$ cat config.mk
export PLATFORM = sky130hd
export DESIGN_NAME = i2c_wb_sequencer
export DESIGN_NICKNAME = d
export VERILOG_FILES = /design/src/rtl/i2c_wb_sequencer.sv
export SDC_FILE = /design/constraint.sdc
export NUM_CORES = 1
export LEC_CHECK = 0
export ABC_AREA = 1
export BUFFER_PORTS_ARGS = -buffer_cell sky130_fd_sc_hd__clkbuf_2
export CORE_MARGIN = 4
export CORE_UTILIZATION = 57
export CTS_BUF_LIST = sky130_fd_sc_hd__clkbuf_2
export CTS_CLUSTER_SIZE = 14
export DETAILED_ROUTE_END_ITERATION = 6
export PLACE_DENSITY_LB_ADDON = 0.25
export SKIP_LAST_GASP = 1
export SLEW_MARGIN = 20
export SYNTH_ARGS = -nofsm -noshare
export SYNTH_HDL_FRONTEND = slang
export SYNTH_SLANG_ARGS = --single-unit
$ cat constraint.sdc
create_clock -name wb_clk_i -period 1.81 [get_ports wb_clk_i]
set_clock_uncertainty 0.15 [all_clocks]
set_input_delay 0.4525 -clock wb_clk_i [delete_from_list [all_inputs] [get_ports wb_clk_i]]
set_output_delay 0.4525 -clock wb_clk_i [all_outputs]
set_load 0.005 [all_outputs]
$ cat src/rtl/i2c_wb_sequencer.sv
// Wishbone master that initialises an OpenCores-style I2C master core, then runs single-byte register write/read commands.
// Define I2C_SEQ_IRQ_EN to make WAIT wait for the core interrupt instead of polling the status register.
module i2c_wb_sequencer #(
  parameter logic [15:0] PRESCALE = 16'h0063
) (
  input  logic       wb_clk_i,
  input  logic       arst_i,
  input  logic       start_i,
  input  logic       rnw_i,
  input  logic [6:0] dev_addr_i,
  input  logic [7:0] reg_addr_i,
  input  logic [7:0] wr_data_i,
  output logic       ready_o,
  output logic       busy_o,
  output logic       done_o,
  output logic       ack_err_o,
  output logic [7:0] rd_data_o,
  output logic [2:0] wbm_adr_o,
  output logic [7:0] wbm_dat_o,
  input  logic [7:0] wbm_dat_i,
  output logic       wbm_we_o,
  output logic       wbm_cyc_o,
  output logic       wbm_stb_o,
  input  logic       wbm_ack_i,
  input  logic       wbm_inta_i
);

  localparam logic [2:0] ADR_PRL = 3'd0;
  localparam logic [2:0] ADR_PRH = 3'd1;
  localparam logic [2:0] ADR_CTR = 3'd2;
  localparam logic [2:0] ADR_TXR = 3'd3;
  localparam logic [2:0] ADR_CR  = 3'd4;

  localparam int SR_RXACK = 7;
  localparam int SR_AL    = 5;
  localparam int SR_TIP   = 1;

`ifdef I2C_SEQ_IRQ_EN
  localparam logic [7:0] CTR_INIT = 8'hC0;
`else
  localparam logic [7:0] CTR_INIT = 8'h80;
  logic unused_inta;
  assign unused_inta = wbm_inta_i;
`endif

  typedef enum logic [3:0] {
    S_INIT_PRL, S_INIT_PRH, S_INIT_CTR, S_IDLE, S_TXR, S_CR,
    S_WAIT, S_CHK, S_ERR, S_RXR, S_DONE
  } state_t;

  state_t     state_q, state_d;
  logic [1:0] byte_q, byte_d;
  logic       rnw_q, rnw_d;
  logic [6:0] dev_q, dev_d;
  logic [7:0] reg_q, reg_d;
  logic [7:0] wd_q, wd_d;
  logic       rxack_q, rxack_d;
  logic       al_q, al_d;
  logic       err_q, err_d;
  logic       ready_q, ready_d;
  logic       busy_q, busy_d;
  logic       done_q, done_d;
  logic       ack_err_q, ack_err_d;
  logic [7:0] rd_data_q, rd_data_d;
  logic       cyc_q, cyc_d;
  logic       we_q, we_d;
  logic [2:0] adr_q, adr_d;
  logic [7:0] dat_q, dat_d;

  logic       req_vld, req_we;
  logic [2:0] req_adr;
  logic [7:0] req_dat;
  logic [7:0] txr_byte, cr_byte;
  logic       step_done;

  // Byte 0 addresses the slave for write, 1 is the register index, 2 is data or the repeated-START address, 3 is the read.
  always_comb begin
    txr_byte = 8'h00;
    cr_byte  = 8'h91;
    case (byte_q)
      2'd0: begin txr_byte = {dev_q, 1'b0}; cr_byte = 8'h91; end
      2'd1: begin txr_byte = reg_q;         cr_byte = 8'h11; end
      2'd2: begin
        txr_byte = rnw_q ? {dev_q, 1'b1} : wd_q;
        cr_byte  = rnw_q ? 8'h91 : 8'h51;
      end
      default: begin txr_byte = 8'h00; cr_byte = 8'h69; end
    endcase
  end

  always_comb begin
    req_vld = 1'b0;
    req_we  = 1'b1;
    req_adr = ADR_PRL;
    req_dat = 8'h00;
    case (state_q)
      S_INIT_PRL: begin req_vld = 1'b1; req_adr = ADR_PRL; req_dat = PRESCALE[7:0];  end
      S_INIT_PRH: begin req_vld = 1'b1; req_adr = ADR_PRH; req_dat = PRESCALE[15:8]; end
      S_INIT_CTR: begin req_vld = 1'b1; req_adr = ADR_CTR; req_dat = CTR_INIT;       end
      S_TXR:      begin req_vld = 1'b1; req_adr = ADR_TXR; req_dat = txr_byte;       end
      S_CR:       begin req_vld = 1'b1; req_adr = ADR_CR;  req_dat = cr_byte;        end
      S_ERR:      begin req_vld = 1'b1; req_adr = ADR_CR;  req_dat = 8'h41;          end
      S_WAIT: begin
        req_we  = 1'b0;
        req_adr = ADR_CR;
`ifdef I2C_SEQ_IRQ_EN
        req_vld = wbm_inta_i;
`else
        req_vld = 1'b1;
`endif
      end
      S_RXR: begin req_vld = 1'b1; req_we = 1'b0; req_adr = ADR_TXR; end
      default: req_vld = 1'b0;
    endcase
  end

  always_comb begin
    state_d   = state_q;
    byte_d    = byte_q;
    rnw_d     = rnw_q;
    dev_d     = dev_q;
    reg_d     = reg_q;
    wd_d      = wd_q;
    rxack_d   = rxack_q;
    al_d      = al_q;
    err_d     = err_q;
    ready_d   = ready_q;
    busy_d    = busy_q;
    done_d    = 1'b0;
    ack_err_d = ack_err_q;
    rd_data_d = rd_data_q;
    cyc_d     = cyc_q;
    we_d      = we_q;
    adr_d     = adr_q;
    dat_d     = dat_q;
    step_done = cyc_q && wbm_ack_i;

    // A request launches only from an idle bus, so every ack is followed by at least one idle cycle.
    if (!cyc_q && req_vld) begin
      cyc_d = 1'b1;
      we_d  = req_we;
      adr_d = req_adr;
      dat_d = req_dat;
    end else if (step_done) begin
      cyc_d = 1'b0;
      we_d  = 1'b0;
      adr_d = 3'd0;
      dat_d = 8'h00;
    end

    case (state_q)
      S_INIT_PRL: if (step_done) state_d = S_INIT_PRH;
      S_INIT_PRH: if (step_done) state_d = S_INIT_CTR;
      S_INIT_CTR: if (step_done) begin
        state_d = S_IDLE;
        ready_d = 1'b1;
      end
      S_IDLE: if (start_i) begin
        rnw_d     = rnw_i;
        dev_d     = dev_addr_i;
        reg_d     = reg_addr_i;
        wd_d      = wr_data_i;
        byte_d    = 2'd0;
        err_d     = 1'b0;
        busy_d    = 1'b1;
        ack_err_d = 1'b0;
        state_d   = S_TXR;
      end
      S_TXR: if (step_done) state_d = S_CR;
      S_CR:  if (step_done) state_d = S_WAIT;
      S_ERR: if (step_done) begin
        err_d   = 1'b1;
        state_d = S_WAIT;
      end
      S_WAIT: if (step_done) begin
        rxack_d = wbm_dat_i[SR_RXACK];
        al_d    = wbm_dat_i[SR_AL];
`ifdef I2C_SEQ_IRQ_EN
        state_d = S_CHK;
`else
        if (!wbm_dat_i[SR_TIP]) state_d = S_CHK;
`endif
      end
      S_CHK: begin
        if (err_q) begin
          ack_err_d = 1'b1;
          busy_d    = 1'b0;
          done_d    = 1'b1;
          state_d   = S_DONE;
        end else if (al_q || (rxack_q && byte_q != 2'd3)) begin
          state_d = S_ERR;
        end else if (byte_q == 2'd3) begin
          state_d = S_RXR;
        end else if (byte_q == 2'd2 && !rnw_q) begin
          busy_d  = 1'b0;
          done_d  = 1'b1;
          state_d = S_DONE;
        end else begin
          byte_d  = byte_q + 2'd1;
          state_d = (byte_q == 2'd2) ? S_CR : S_TXR;
        end
      end
      S_RXR: if (step_done) begin
        rd_data_d = wbm_dat_i;
        busy_d    = 1'b0;
        done_d    = 1'b1;
        state_d   = S_DONE;
      end
      S_DONE: state_d = S_IDLE;
      default: state_d = S_INIT_PRL;
    endcase
  end

  always_ff @(posedge wb_clk_i or negedge arst_i) begin
    if (!arst_i) begin
      state_q   <= S_INIT_PRL;
      byte_q    <= 2'd0;
      rnw_q     <= 1'b0;
      dev_q     <= 7'd0;
      reg_q     <= 8'd0;
      wd_q      <= 8'd0;
      rxack_q   <= 1'b0;
      al_q      <= 1'b0;
      err_q     <= 1'b0;
      ready_q   <= 1'b0;
      busy_q    <= 1'b0;
      done_q    <= 1'b0;
      ack_err_q <= 1'b0;
      rd_data_q <= 8'd0;
      cyc_q     <= 1'b0;
      we_q      <= 1'b0;
      adr_q     <= 3'd0;
      dat_q     <= 8'd0;
    end else begin
      state_q   <= state_d;
      byte_q    <= byte_d;
      rnw_q     <= rnw_d;
      dev_q     <= dev_d;
      reg_q     <= reg_d;
      wd_q      <= wd_d;
      rxack_q   <= rxack_d;
      al_q      <= al_d;
      err_q     <= err_d;
      ready_q   <= ready_d;
      busy_q    <= busy_d;
      done_q    <= done_d;
      ack_err_q <= ack_err_d;
      rd_data_q <= rd_data_d;
      cyc_q     <= cyc_d;
      we_q      <= we_d;
      adr_q     <= adr_d;
      dat_q     <= dat_d;
    end
  end

  assign ready_o   = ready_q;
  assign busy_o    = busy_q;
  assign done_o    = done_q;
  assign ack_err_o = ack_err_q;
  assign rd_data_o = rd_data_q;
  assign wbm_cyc_o = cyc_q;
  assign wbm_stb_o = cyc_q;
  assign wbm_we_o  = we_q;
  assign wbm_adr_o = adr_q;
  assign wbm_dat_o = dat_q;

endmodule

# Word-level counts from Yosys, hierarchy flattened
# Cells that the tools add are included.
[op_classes]
n_addsub = 1
n_eq_ne = 32
n_mux = 53
reduce_logical = 27
[ops]
columns = ["operator", "count"]
rows = [
  ["4-bit 2-to-1 mux", 13],
  ["8-bit one-hot mux with 3 select lines", 2],
  ["4-bit one-hot mux with 10 select lines", 1],
  ["8-bit one-hot mux with 5 select lines", 1],
  ["8-bit 2-to-1 mux", 4],
  ["2-bit != test (second input constant)", 15],
  ["1-bit 2-to-1 mux", 19],
  ["4-bit by 3-bit equality test with 1-bit output (second input constant)", 4],
  ["4-bit equality test (second input constant)", 3],
  ["3-bit one-hot mux with 4 select lines", 1],
  ["6-bit AND reduction", 2],
  ["2-bit 2-to-1 mux", 5],
  ["3-bit != test (second input constant)", 3],
  ["9-bit AND reduction", 1],
  ["4-bit by 2-bit equality test with 1-bit output (second input constant)", 2],
  ["2-bit AND reduction", 4],
  ["8-bit OR reduction", 1],
  ["3-bit 2-to-1 mux", 2],
  ["1-bit one-hot mux with 2 select lines", 3],
  ["3-bit AND reduction", 2],
  ["2-bit nonzero test", 3],
  ["2-bit OR reduction", 3],
  ["2-bit equality test (second input constant)", 2],
  ["4-bit by 1-bit equality test with 1-bit output (second input constant)", 1],
  ["12 further kinds", 16],
]
[word_totals]
reg_bits = 58
inputBits = 37
out_inout_bits = 26
elab_cells = 131

# Longest topological paths before layout
[depth]
depth_word = 7
depth_mapped = 10
depth_no_buf = 10

# Worst setup path before layout
# OpenSTA, ideal clock, no wires.
[synth_path]
path_kind = "register to register"
from = "reg byte_q[1]"
to = "reg state_q[3]"
setup_ns = 0.116
arrival_time_ns = 1.368
required_ns = 1.544
setup_slack_ns = 0.176
stages_incl_launch_ff = 11
path_buffers = 0
synth_period_minus_slack_ns = 1.634
path_cell_list = "dfrtp_1 -> ha_1 -> inv_1 -> nand2_1 -> nand2_1 -> nor2_1 -> nand2_1 -> nor2_1 -> nor2_1 -> nand2_1 -> nand2_1"
[synth_via]
elab_chain_cells = 7
elab_cells_between_ends = 11
classes_between = "eq/ne: 3; mux: 5; reduce/logical: 3"
[synth_lines]
columns = ["item", "line_no", "text"]
rows = [
  ["start, declared", "52", "logic [1:0] byte_q, byte_d;"],
  ["start signal, assigned", "236", "byte_q <= byte_d;"],
  ["2-bit equality test", "194", "end else if (byte_q == 2'd2 && !rnw_q) begin"],
  ["1-bit logical AND", "194", ""],
  ["4-bit 2-to-1 mux", "194", ""],
  ["4-bit 2-to-1 mux", "192", "end else if (byte_q == 2'd3) begin"],
  ["4-bit 2-to-1 mux *", "190", "end else if (al_q || (rxack_q && byte_q != 2'd3)) begin"],
  ["4-bit 2-to-1 mux *", "185", "if (err_q) begin"],
  ["4-bit one-hot mux with 10 select lines *", "151", "case (state_q)"],
  ["end signal, assigned", "235", "state_q <= state_d;"],
  ["end, declared", "51", "state_t state_q, state_d;"],
]
# Every way passes the cells marked *; elsewhere a longest branch is shown, timed or not.
# A chain may end at the register's enable or synchronous reset.

# Final worst setup path
[layout_path]
from = "in wbm_ack_i"
to = "reg rd_data_q[5] (netlist: rd_data_o[5])"
[layout_via]
elab_chain_cells = 2
[layout_lines]
columns = ["item", "line_no", "text"]
rows = [
  ["start, declared", "24", "input logic wbm_ack_i,"],
  ["1-bit logical AND", "136", "step_done = cyc_q && wbm_ack_i;"],
  ["2-bit AND reduction (no line)", "--", ""],
  ["end signal, assigned", "248", "rd_data_q <= rd_data_d;"],
  ["end, declared", "64", "logic [7:0] rd_data_q, rd_data_d;"],
]
# Every way passes these cells.

==> results.md <==
- Worst setup EP type: flip-flop
- Share of layout cells above drive strength 1: 23.98%
- Root buffer cell: clkbuf_2
- Seq pwr share: 39.1%
- Non-Filler Instances: 562
- Least-Margin Pin Slew: 394.2 ps
- WL/cell: 12.16 um
- First-pass GRT wire length: 11.64 mm
- First DRT Iteration DRCs: 194
- Combinational power share: 47.5%
- Kind of critical path: in -> reg
- RSZ-0062 raised after global routing: true
- Outcome: completed
- VDD IR max: 0.6762 mV
- Fin. Hold Viols: 0
- Area grow syn2layout: 24.42%
- I/O Pins: 63
- FMAX: 0.5965 GHz
- Mapped Avg Cell Area: 7.622 um^2
- Design area: 0.003736 mm^2
- CP Data Arrival Time: 1950 ps
- GRT overflow: 0
- PD cells: 1476 mW/mm^2
- Area occupied by multi-input gates: 0.001314 mm^2
- Post-route clock period utilization: 92.63%
- Slew headroom: 73.52%
- First-pass DRT Iterations: 4
- Die H: 80.58 um
- FILL cells: 449
- Via-to-Cell Ratio: 4.859
- CTS Buf Count: 9
- Final Max Slew Viols: 0
- Net count, final: 531
- Switching power total: 2.406 mW
- CTS tree: yes
- Full die area: 0.006493 mm^2
- Hold/Removal Path Class: in -> reg
- Worst r2r path cells: 7
- Initial antenna violation count: 0
- GP Congestion: 0.8950
- CP max FO: 10
- Core box area: 0.005107 mm^2
- Commonest non-fill, non-tap cell in the layout: nand2_1
- Switching Fraction: 43.63%
- GR Util All Layers: 23.54%
- HP Start: wr_data_i[1]
- Max cap viols: 0
- Via count: 2731
- CTS sink cnt: 58
- CTS clock-pin slew for the worst setup and hold paths: 160 ps
- Critical Path RT: 2080 ps
- CTS H-tree depth: 3
- Post-Synthesis Cells: 394
- Largest net degree at the start of global routing: 59
- Number of diodes: 0
- Minimum clock period: 1677 ps
- Reg2Reg Setup Slack: 150 ps
- Hold WS: 7.299 ps
- Mapped Nets: 437
- Placed insts: 525
- Clk Latency, worst-skew pair: 490 ps
- Detail Route Antenna Nets: 0
- Count of final setup violators: 0
- Area post-placement: 0.003406 mm^2
- Initial Util: 58.79%
- Port bufs: 61
- Setup crit start kind: input pin
- Leakage: 2.109 nW
- Synth cell types: 30
- Seq/Total Area, Yosys: 48.33%
- Post-DP HPWL: 4.946 mm
- Internal power: 3.109 mW
- Mapped cell area: 0.003003 mm^2
- # rows: 26
- Total routed wirelength: 6.833 mm
- Die W: 80.58 um
- Storage cell area: 0.001455 mm^2
- Worst setup path start: wbm_ack_i
- Core Util, Final: 73.15%
- #FFs+latches synth: 58
- End of the critical path: rd_data_o[5]
- Worst r2r src: state_q[2]
- Clock power frac: 13.4%
- Reg2reg end: rd_data_o[5]
- Vias in the first global route: 2586
- Residual DRC: 0
- Clock buffer depth: 2
- Yosys warning total: 0
- Most frequent cells in the layout: nand2_1, clkbuf_2, dfrtp_1
==> how the worst min path moves through the flow <==
stage,end,slack (ps),cells after the start
after global placement,ready_o,300,1
after CTS,wd_q[7],0.9,3
final,wd_q[1],7,3
after detailed placement,ready_o,300,1
after floorplan,ack_err_o,7,0
after global routing,wd_q[1],0.3,3
==> cell type report <==
cell class,count,area share (%)
timing repair buffer,95,17.15
clock buffer,9,1.206
sequential,58,38.95
multi-input combinational,287,35.16
clock inverter,6,1.306
tap,70,2.344
inverter,37,3.885
==> critical path, stage by stage <==
cell and delay (ps):
dlygate4sd3_1 530, clkbuf_2 110, nand2_1 110, inv_1 160
nand3_1 130, buf_4 210, inv_2 130, nand2_1 60
nand2_1 50
==> through the flow <==
stage	TNS [ps]	total power, mW	worst slack (ps)
after floorplan	0	4.031	175.8
after global placement	0	4.655	105.4
after detailed placement	0	4.717	55.12
after CTS	0	5.497	48.88
after global routing	-0.1938	6.018	-0.1938
final	0	5.516	133.4
==> power by group through the flow <==
stage | combinational (mW) | sequential [mW] | clock [mW]
after floorplan | 1.94 | 2.09 | 0
after global placement | 2.50 | 2.15 | 0
after detailed placement | 2.55 | 2.17 | 0
after CTS | 2.61 | 2.14 | 0.749
after global routing | 2.99 | 2.22 | 0.811
final | 2.62 | 2.16 | 0.739
==> synthesized netlist by cell type <==
cell type	n	share of area [%]
nand2_1	180	23
dfrtp_1	58	48
inv_1	29	3.6
nand3_1	24	4.0
nor2_1	19	2.4
o21ai_0	15	2.5
nand2_2	12	2.5
a21oi_1	9	1.5
o21ai_1	9	1.5
ha_1	6	2.5
inv_2	6	0.75
buf_6	4	1.5
buf_4	3	0.75
buf_2	2	0.33
clkbuf_1	2	0.25
o21ai_2	2	0.58
a21o_1	1	0.25
a22oi_1	1	0.25
buf_12	1	0.67
clkinv_2	1	0.17
inv_6	1	0.29
nand2_4	1	0.37
nand3b_1	1	0.25
nand3b_2	1	0.37
nor2_2	1	0.21
nor2_4	1	0.37
nor2_8	1	0.67
nor3_1	1	0.17
o211ai_1	1	0.25
o22ai_1	1	0.21
==> state kept, by name (all words and copies together), names as in the netlist <==
register and cells:
rd_data_o 8, reg_q 8, wbm_dat_o 8, wd_q 8
dev_q 7, state_q 4, wbm_adr_o 3, byte_q 2
ack_err_o 1, al_q 1, busy_o 1, done_o 1
err_q 1, ready_o 1, rnw_q 1, rxack_q 1
wbm_cyc_o 1, wbm_we_o 1
==> cell families after synthesis <==
| family | after synthesis | synth area share (%) |
|---|---|---|
| compound gates | 39 | 7.042 |
| fa+ha+maj | 6 | 2.500 |
| buf+inv | 49 | 8.333 |
| flops | 58 | 48.33 |
| simple gates | 242 | 33.79 |
==> timing repair <==
item | CTS | global route
setup endpoints to repair | 0 | 18
hold buffers | 21 | 1
gates resized for setup | 0 | 8
buffers inserted | 0 | 0
endpoints found under the hold margin | 78 | 1
==> per-layer routing <==
layer | global-route usage (%) | part of all wire (%) | vias up
li1 | - | - | 1417
met3 | 4.372 | 4.7 | 15
met5 | 0 | 0 | -
met2 | 35.43 | 46 | 59
met1 | 32.85 | 48 | 1240
met4 | 10.81 | 2.1 | 0
(Power assumes the default switching activity.)
